### config.mk
export PLATFORM = sky130hd
export DESIGN_NAME = code_lock_fsm
export DESIGN_NICKNAME = d
export VERILOG_FILES = /design/src/rtl/code_lock_fsm.sv
export SDC_FILE = /design/constraint.sdc
export NUM_CORES = 1
export LEC_CHECK = 0
export BUFFER_PORTS_ARGS = -buffer_cell sky130_fd_sc_hd__buf_4
export CAP_MARGIN = 20
export CORE_MARGIN = 3
export CORE_UTILIZATION = 40
export CTS_CLUSTER_DIAMETER = 120
export DETAILED_ROUTE_END_ITERATION = 10
export HOLD_SLACK_MARGIN = 0.05
export PLACE_DENSITY = 0.62
export SLEW_MARGIN = 20
export SYNTH_ARGS = -nofsm -noshare
export SYNTH_HDL_FRONTEND = slang
export SYNTH_SLANG_ARGS = --single-unit
export TNS_END_PERCENT = 50
### constraint.sdc
create_clock -name clock -period 4.8 [get_ports clock]
set_clock_uncertainty 0.2 [all_clocks]
set_input_delay 0.96 -clock clock [delete_from_list [all_inputs] [get_ports clock]]
set_output_delay 0.96 -clock clock [all_outputs]
set_load 0.02 [all_outputs]
### src/rtl/code_lock_fsm.sv
// -----------------------------------------------------------------------------
// code_lock_fsm
//
// Sequential code-lock checker. A stored multi-digit code is compared against
// a stream of entered digits, one digit per digit_valid strobe. Each digit gets
// a verdict pulse (ok / bad / restart). A retry budget leads to a timed lockout.
// A successful full-code match enters an explicit OPEN state. An optional
// per-attempt digit sum can also be built.
//
// Optional feature macro: CODE_LOCK_SUM_EN
//   defined   : digit_sum accumulates the digits of the current attempt
//   undefined : no accumulator is built, digit_sum is constant 0
//
// Ports
//   clock        in   rising-edge clock
//   reset        in   asynchronous, active-low reset
//   code_load    in   capture code_in and start a new session (IDLE/OPEN only)
//   code_in      in   code; digit k = [k*DIGIT_W +: DIGIT_W], digit 0 entered first
//   clear        in   abandon current attempt (ENTRY) / relock (OPEN)
//   digit_valid  in   digit_in is presented this cycle
//   digit_in     in   entered digit
//   digit_ok     out  pulse: correct digit
//   digit_bad    out  pulse: wrong digit, one try consumed
//   restart      out  pulse: wrong digit equal to code digit 0, entry restarted
//   unlocked     out  level: in OPEN
//   locked_out   out  level: in LOCKOUT
//   progress     out  digits matched so far
//   tries_left   out  remaining tries
//   digit_sum    out  sum of digits in the current attempt (mod 2^SUM_W)
//   dbg_state    out  current FSM state (0 IDLE, 1 ENTRY, 2 OPEN, 3 LOCKOUT)
//
// Input handshake: digit_valid is a single-cycle strobe with no back-pressure;
// a digit is consumed on every clock edge that samples digit_valid=1 in ENTRY
// when neither code_load nor clear is asserted. Priority is
// code_load > clear > digit_valid; any asserted higher-priority input masks the
// lower ones even when the higher one itself is ignored in the current state.
// -----------------------------------------------------------------------------
module code_lock_fsm #(
  parameter int DIGIT_W        = 4,
  parameter int DIGITS         = 4,
  parameter int MAX_TRIES      = 3,
  parameter int LOCKOUT_CYCLES = 16,
  parameter int SUM_W          = 16
) (
  input  logic                          clock,
  input  logic                          reset,
  input  logic                          code_load,
  input  logic [DIGITS*DIGIT_W-1:0]     code_in,
  input  logic                          clear,
  input  logic                          digit_valid,
  input  logic [DIGIT_W-1:0]            digit_in,
  output logic                          digit_ok,
  output logic                          digit_bad,
  output logic                          restart,
  output logic                          unlocked,
  output logic                          locked_out,
  output logic [$clog2(DIGITS+1)-1:0]   progress,
  output logic [$clog2(MAX_TRIES+1)-1:0] tries_left,
  output logic [SUM_W-1:0]              digit_sum,
  output logic [1:0]                    dbg_state
);

  localparam int PW = $clog2(DIGITS+1);
  localparam int TW = $clog2(MAX_TRIES+1);
  localparam int LW = $clog2(LOCKOUT_CYCLES+1);

  typedef enum logic [1:0] {
    IDLE    = 2'd0,
    ENTRY   = 2'd1,
    OPEN    = 2'd2,
    LOCKOUT = 2'd3
  } state_t;

  state_t                    r_state;
  logic [DIGITS*DIGIT_W-1:0] r_code;
  logic [PW-1:0]             r_progress;
  logic [TW-1:0]             r_tries;
  logic [LW-1:0]             r_lock_cnt;
  logic                      r_digit_ok;
  logic                      r_digit_bad;
  logic                      r_restart;
  logic                      r_unlocked;
  logic                      r_locked_out;

  logic [DIGIT_W-1:0]        w_code_digit;
  logic                      w_load;
  logic                      w_clear;
  logic                      w_digit;
  logic                      w_match;
  logic                      w_first;
  logic                      w_ok;
  logic                      w_restart;
  logic                      w_bad;
  logic                      w_lock_exit;

  // Code digit selected by the current progress count.
  always_comb begin
    w_code_digit = '0;
    for (int k = 0; k < DIGITS; k++) begin
      if (r_progress == PW'(k)) w_code_digit = r_code[k*DIGIT_W +: DIGIT_W];
    end
  end

  // Event decode shared by the FSM and the optional accumulator.
  always_comb begin
    w_load      = code_load && (r_state == IDLE || r_state == OPEN);
    w_clear     = !code_load && clear && (r_state == ENTRY || r_state == OPEN);
    w_digit     = !code_load && !clear && digit_valid && (r_state == ENTRY);
    w_match     = (digit_in == w_code_digit);
    w_first     = (digit_in == r_code[DIGIT_W-1:0]);
    w_ok        = w_digit && w_match;
    // A wrong digit that could begin the code restarts entry instead of
    // costing a try, but only once at least one digit has matched.
    w_restart   = w_digit && !w_match && (r_progress != '0) && w_first;
    w_bad       = w_digit && !w_match && !((r_progress != '0) && w_first);
    w_lock_exit = (r_state == LOCKOUT) && (r_lock_cnt == '0);
  end

  always_ff @(posedge clock or negedge reset) begin
    if (!reset) begin
      r_state      <= IDLE;
      r_code       <= '0;
      r_progress   <= '0;
      r_tries      <= '0;
      r_lock_cnt   <= '0;
      r_digit_ok   <= 1'b0;
      r_digit_bad  <= 1'b0;
      r_restart    <= 1'b0;
      r_unlocked   <= 1'b0;
      r_locked_out <= 1'b0;
    end else begin
      r_digit_ok  <= 1'b0;
      r_digit_bad <= 1'b0;
      r_restart   <= 1'b0;
      case (r_state)
        IDLE: begin
          if (w_load) begin
            r_code     <= code_in;
            r_state    <= ENTRY;
            r_progress <= '0;
            r_tries    <= TW'(MAX_TRIES);
          end
        end
        ENTRY: begin
          if (w_clear) begin
            r_progress <= '0;
          end else if (w_ok) begin
            r_digit_ok <= 1'b1;
            r_progress <= r_progress + PW'(1);
            if (r_progress == PW'(DIGITS-1)) begin
              r_state    <= OPEN;
              r_unlocked <= 1'b1;
            end
          end else if (w_restart) begin
            r_restart  <= 1'b1;
            r_progress <= PW'(1);
          end else if (w_bad) begin
            r_digit_bad <= 1'b1;
            r_progress  <= '0;
            r_tries     <= r_tries - TW'(1);
            if (r_tries == TW'(1)) begin
              r_state      <= LOCKOUT;
              r_locked_out <= 1'b1;
              // Edge that enters LOCKOUT counts as the first lockout cycle.
              r_lock_cnt   <= LW'(LOCKOUT_CYCLES-1);
            end
          end
        end
        OPEN: begin
          if (w_load) begin
            r_code     <= code_in;
            r_state    <= ENTRY;
            r_unlocked <= 1'b0;
            r_progress <= '0;
            r_tries    <= TW'(MAX_TRIES);
          end else if (w_clear) begin
            r_state    <= ENTRY;
            r_unlocked <= 1'b0;
            r_progress <= '0;
            r_tries    <= TW'(MAX_TRIES);
          end
        end
        LOCKOUT: begin
          if (w_lock_exit) begin
            r_state      <= ENTRY;
            r_locked_out <= 1'b0;
            r_tries      <= TW'(MAX_TRIES);
            r_progress   <= '0;
          end else begin
            r_lock_cnt <= r_lock_cnt - LW'(1);
          end
        end
        default: r_state <= IDLE;
      endcase
    end
  end

`ifdef CODE_LOCK_SUM_EN
  logic [SUM_W-1:0] r_digit_sum;

  always_ff @(posedge clock or negedge reset) begin
    if (!reset) begin
      r_digit_sum <= '0;
    end else if (w_load || w_clear || w_bad || w_lock_exit) begin
      r_digit_sum <= '0;
    end else if (w_ok) begin
      r_digit_sum <= r_digit_sum + SUM_W'(digit_in);
    end else if (w_restart) begin
      r_digit_sum <= SUM_W'(digit_in);
    end
  end

  assign digit_sum = r_digit_sum;
`else
  assign digit_sum = '0;
`endif

  assign digit_ok   = r_digit_ok;
  assign digit_bad  = r_digit_bad;
  assign restart    = r_restart;
  assign unlocked   = r_unlocked;
  assign locked_out = r_locked_out;
  assign progress   = r_progress;
  assign tries_left = r_tries;
  assign dbg_state  = r_state;

endmodule
# Yosys cells after proc, flatten, opt, wreduce, memory -nomap -nowiden
# Cells that the tools add are included.
[word_totals] regBits=33 latchBits=0 ram_bits=0 mem_bits_ro=0 in_bits=25 wordCells=136 n_memories=0
[op_classes] n_addsub=3 multipliers=0 n_div=0 order_cmp=0 eq_ne=25 shifts=0 muxes=65 n_bitwise=0 reduce_logical=33
[ops] operator="$mux 2" n=18
[ops] operator="$mux 5" n=6
[ops] operator="$mux 3" n=8
[ops] operator="$mux 1" n=23
[ops] operator="$reduce_and 7->1" n=3
[ops] operator="$mux 4" n=4
[ops] operator="$ne 2x2->1 const B" n=8
[ops] operator="$pmux 2 s4" n=2
[ops] operator="$logic_and 1x1->1" n=13
[ops] operator="$pmux 3 s4" n=1
[ops] operator="$pmux 5 s2" n=1
[ops] operator="$ne 3x3->1 const B" n=3
[ops] operator="$eq 4x4->1" n=2
[ops] operator="$reduce_and 8->1" n=1
[ops] operator="$eq 3x2->1 const B" n=2
[ops] operator="$ne 3x2->1 const B" n=2
[ops] operator="$logic_not 5->1" n=1
[ops] operator="$ne 5x5->1 const B" n=1
[ops] operator="$reduce_and 5->1" n=1
[ops] operator="$sub 5x1->5 const B" n=1
[ops] operator="$eq 2x1->1 const B" n=2
[ops] operator="$eq 2x2->1 const B" n=2
[ops] operator="$logic_not 1->1" n=4
[ops] operator="$ne 2x1->1 const B" n=2
[ops] operator="12 further kinds" n=15

# Depth between registers and ports, before layout
[logic_depth] word_depth=14 depth_mapped=10 depth_no_buf=9

# Worst setup path before layout
# No wires, ideal clock.
[synth_path] kind="reg-to-reg" start="register r_progress[0], in the netlist progress[0]" end="register r_tries[1], in the netlist tries_left[1]" arrival_time_ns=2.486 t_required_ns=4.477 slack_ns=1.991 stages_incl_launch_ff=11 n_path_buf=1 period_less_slack_ns=2.809 cell_sequence="dfrtp_1 inv_1 ha_1 buf_6 a21oi_1 a221oi_1 or3b_2 o2111ai_4 nor2_2 or4b_1 o221a_1"
[synth_via] elab_chain_len=12 elab_cells_between_ends=22 classes_between="eq/ne (7); mux (4); reduce/logical (11)"
[synth_lines] item="from (decl)" line_no="76" source="logic [PW-1:0] r_progress;"
[synth_lines] item="from (signal assigned)" line_no="149" source="r_progress <= r_progress + PW'(1);"
[synth_lines] item="$logic_not 3->1" line_no="100" source="if (r_progress == PW'(k)) w_code_digit = r_code[k*DIGIT_W +: DIGIT_W];"
[synth_lines] item="$mux 4 (4 in a row)" line_no="100"
[synth_lines] item="$eq 4x4->1" line_no="109" source="w_match = (digit_in == w_code_digit);"
[synth_lines] item="$logic_not 1->1" line_no="114, 115"
[synth_lines] item="$logic_and 1x1->1" line_no="114, 115"
[synth_lines] item="$logic_and 1x1->1 (2 in a row)" line_no="114" source="w_restart = w_digit && !w_match && (r_progress != '0) && w_first;"
[synth_lines] item="$ne 2x2->1 (no source line)"
[synth_lines] item="$reduce_and 7->1 (no source line) *"
[synth_lines] item="to (signal assigned)" line_no="141" source="r_tries <= TW'(MAX_TRIES);"
[synth_lines] item="to (signal assigned)" line_no="160" source="r_tries <= r_tries - TW'(1);"
[synth_lines] item="to (signal assigned)" line_no="175" source="r_tries <= TW'(MAX_TRIES);"
[synth_lines] item="to (decl)" line_no="77" source="logic [TW-1:0] r_tries;"
# Every way passes the cells marked *; elsewhere a longest branch is shown, timed or not.
# A chain may end at the register's enable or synchronous reset.

# Final worst setup path
[layout_path] start="register r_progress[0], in the netlist progress[0]" end="register r_lock_cnt[3]"
[layout_via] elab_chain_len=12 elab_cells_between_ends=22 classes_between="eq/ne (7); mux (4); reduce/logical (11)"
[layout_lines] item="$logic_not 3->1" line_no="100"
[layout_lines] item="$mux 4 (4 in a row)" line_no="100"
[layout_lines] item="$eq 4x4->1" line_no="109"
[layout_lines] item="$logic_not 1->1" line_no="114, 115"
[layout_lines] item="$logic_and 1x1->1" line_no="114, 115"
[layout_lines] item="$logic_and 1x1->1 (2 in a row)" line_no="114"
[layout_lines] item="$ne 2x2->1 (no source line)"
[layout_lines] item="$reduce_and 7->1 (no source line) *"
[layout_lines] item="to (signal assigned)" line_no="165" source="r_lock_cnt <= LW'(LOCKOUT_CYCLES-1);"
[layout_lines] item="to (signal assigned)" line_no="190" source="r_lock_cnt <= r_lock_cnt - LW'(1);"
[layout_lines] item="to (decl)" line_no="78" source="logic [LW-1:0] r_lock_cnt;"
# Marks and branches as above.

==> out/results.tsv <==
stage	metric	value	unit
outcome	status	finished, final reports clean	
clock_network	post_cts_buffers	0	
layout	areaGrowthSynthToFinish	16.5	%
synth	synth_top_family_by_area	compound AO/OA/AOI/OAI gates	
synth	synth.avg_cell_area	10.2	um^2
clock_network	cts-buffers-inserted	5	
clock_network	clk_pin_slew	0.07	ns
layout	utilization	49.9	%
layout	drive_above_1_share	28.3	%
floorplan	core_area	4910	um^2
worst_hold_path	min_path_type	reg2reg	
layout	num-nets-final	280	
synth	synth_warnings	0	
global_routing	antenna_found_initial	0	
clock_network	clock_path_buffers	2	
layout	final_cell_mix	36 x buf_4, 33 x dfrtp_1, 16 x inv_1, 16 x mux2_2, 16 x conb_1	
pwr	pwr_density_cell	477	nW/um^2
global_routing	busiest_layer	met2	
floorplan	io_pins	53	
timing	finalCritPeriodShare	60.7	%
routing	drt_iter0_drc	85	
clock_network	clockRootBuffer	clkbuf_8	
timing	relSlewSlack	43.4	%
place	dp_hpwl	3290	um
timing	rsz0062_at_grt	no	
global_routing	grt_start_max_net_pins	34	
timing	fmax	343	MHz
timing	period_minus_slack	2.91	ns
global_routing	grt_pass1_vias	1515	
clock_network	cts_resized	0	
synth	ys_seq_elements	33	
routing	drt-vias-per-instance	5.01	
global_routing	grt_pass1_wl	7180	um
place	portBuffers	36	
global_routing	met3_usage	4.01	%
layout	n_antenna_cell	0	
synth	synth_seq_area_share	39.3	%
synth	muxShareOfSynthArea	10.0	%
critical_path	cpPeakStageDelay	0.49	ns
place	placedCellCount	303	
timing	fin_hold_ws	0.315	ns
synth	synth_cells	206	
critical_path	critPathArrivalTime	2.86	ns
routing	wl	4290	um
layout	stdcell_count	311	
synth	synth_ff_type	dfrtp_1	
critical_path	timing.rr.end	r_lock_cnt[3]	
layout	final_common_cell	buf_4	
worst_hold_path	min_to	r_code[11]	
critical_path	r2r-start	progress[0]	
global_routing	met2_usage	24.7	%
critical_path	r2r_slack	1.89	ns
synth	synthAdderAreaFrac	7.14	%
routing	antenna_left	0	
layout	fill_cells	478	
worst_hold_path	hold_path.startpoint	r_code[11]	
pwr	fin_total_pwr	1.17	mW
global_routing	overflow	0	
pwr	power_leakage	1.12	nW
floorplan	die_y	78.5	um
routing	routedWlPerCell	13.8	um
synth	synth_xor_area_share	3.33	%
global_routing	use_met1	17.8	%
synth	async_flop_share	100	%
layout	final_cell_area	2450	um^2
routing	drc	0	
routing	num_vias	1557	
floorplan	floorplan.initialDensity	42.8	%
timing	hold_viol_final	0	
flow_run	drv_cap	0	
timing	maxSlewViolCount	0	
synth	synth_simple_gate_area_share	12.6	%
global_routing	track_usage	14.7	%
critical_path	startpoint_type	register	
place	dp_slack	1.72	ns
clock_network	postCtsHoldBufs	0	
critical_path	r2r_cells	9	
critical_path	cpMaxStageDelayCell	or3b_2	
floorplan	floorplan.die_area	6160	um^2
timing	setup_ws	1.89	ns
floorplan	std_cell_rows	25	
clock_network	cts_tree	yes	
critical_path	end_kind	register	
routing	drtPass1Iterations	4	
clock_network	htreeDepth	2	
critical_path	critPathMaxFanout	8	
worst_hold_path	whs_path_depth	1	
place	place_area	2370	um^2
clock_network	insertion_delay	0.28	ns
floorplan	die_w	78.5	um
synth	synth_edf_count	0	
synth	synth_area	2100	um^2
critical_path	crit_chain	inv_1 -> ha_1 -> a21oi_1 -> a221oi_1 -> or3b_2 -> o2111ai_4 -> o2111ai_4 -> a2111oi_0 -> a21oi_1	
timing	setup_violations	0	
timing	tightest_slew	0.849	ns
clock_network	clkSinkCount	33	
synth	synth_compound_area_share	17.6	%
place	gp_congestion	0.837	
critical_path	required	4.75	ns
synth	synth.distinct_cells	51	
critical_path	timing_worst_setup_path_type	reg2reg	
pwr	ir_drop	0.000217	V
timing	finalSetupTns	0	ns
report_power, final:
| group | switching [mW] | internal [mW] | total [mW] | leakage [nW] |
|---|---|---|---|---|
| clock | 0.0955 | 0.103 | 0.199 | 0.0395 |
| sequential | 0.0786 | 0.379 | 0.458 | 0.387 |
| combinational | 0.270 | 0.241 | 0.511 | 0.690 |
metal layers:
layer	vias to the layer above	share of wire, %
met1	737	43
met3	8	4.4
met2	35	50
met5	-	0
li1	777	-
met4	0	1.7
sequential cells by signal, indices dropped and copies added, names as in the netlist:
register / count
digit_bad: 1
r_code: 16
locked_out: 1
digit_ok: 1
tries_left: 2
restart: 1
r_lock_cnt: 5
dbg_state: 2
progress: 3
unlocked: 1
worst max-delay path by stage:
stage	startpoint	endpoint	slack, ns	cells past startpoint
floorplan	progress[0]	tries_left[1]	1.99	10
global placement	digit_in[3]	r_lock_cnt[4]	1.74	7
detailed placement	digit_in[3]	r_lock_cnt[4]	1.72	7
CTS	progress[0]	r_lock_cnt[3]	1.89	9
global route	progress[0]	r_lock_cnt[3]	1.66	7
finish	progress[0]	r_lock_cnt[3]	1.89	9
worst max-delay path: cells and delay by family (launching register included):
| kind | cells | cell delay, ns |
|---|---|---|
| compound gates | 6 | 1.23 |
| fa+ha+maj | 1 | 0.30 |
| buf+inv | 1 | 0.09 |
| flops | 1 | 0.45 |
| simple gates | 1 | 0.49 |
cell usage after synthesis (4+ instances only):
cell      number  area share (%)
buf_4         16             5.7
nor2_1        10             1.8
inv_1         16             2.9
nand3b_1       4             1.4
xnor2_1        4             1.7
a21oi_1       11             2.6
ha_1          12             7.1
dfrtp_1       33              39
mux2_2        16             8.6
nand2_1       13             2.3
xor2_1         4             1.7
o21ai_0        9             2.1
layout make-up:
type                            instances  area [um^2]  share of cell area, %
Clock buffer                            8         80.1                   3.27
Timing Repair Buffer                   36          270                   11.0
Tap cell                               67         83.8                   3.42
Inverter                               16         60.1                   2.45
Sequential cell                        33          826                   33.7
Multi-Input combinational cell        151         1130                   46.1
cell families (layout without fill, tap and decap cells):
kind of cell	after synthesis	after routing
other	1	16
and+or+nand+nor	49	49
buffers and inverters	37	60
muxes	19	19
DFF	33	33
xor gates and xnor gates	8	8
adders and majority gates	12	12
AOI/OAI and AO/OA	47	47
Power figures use the tool's default switching activity.
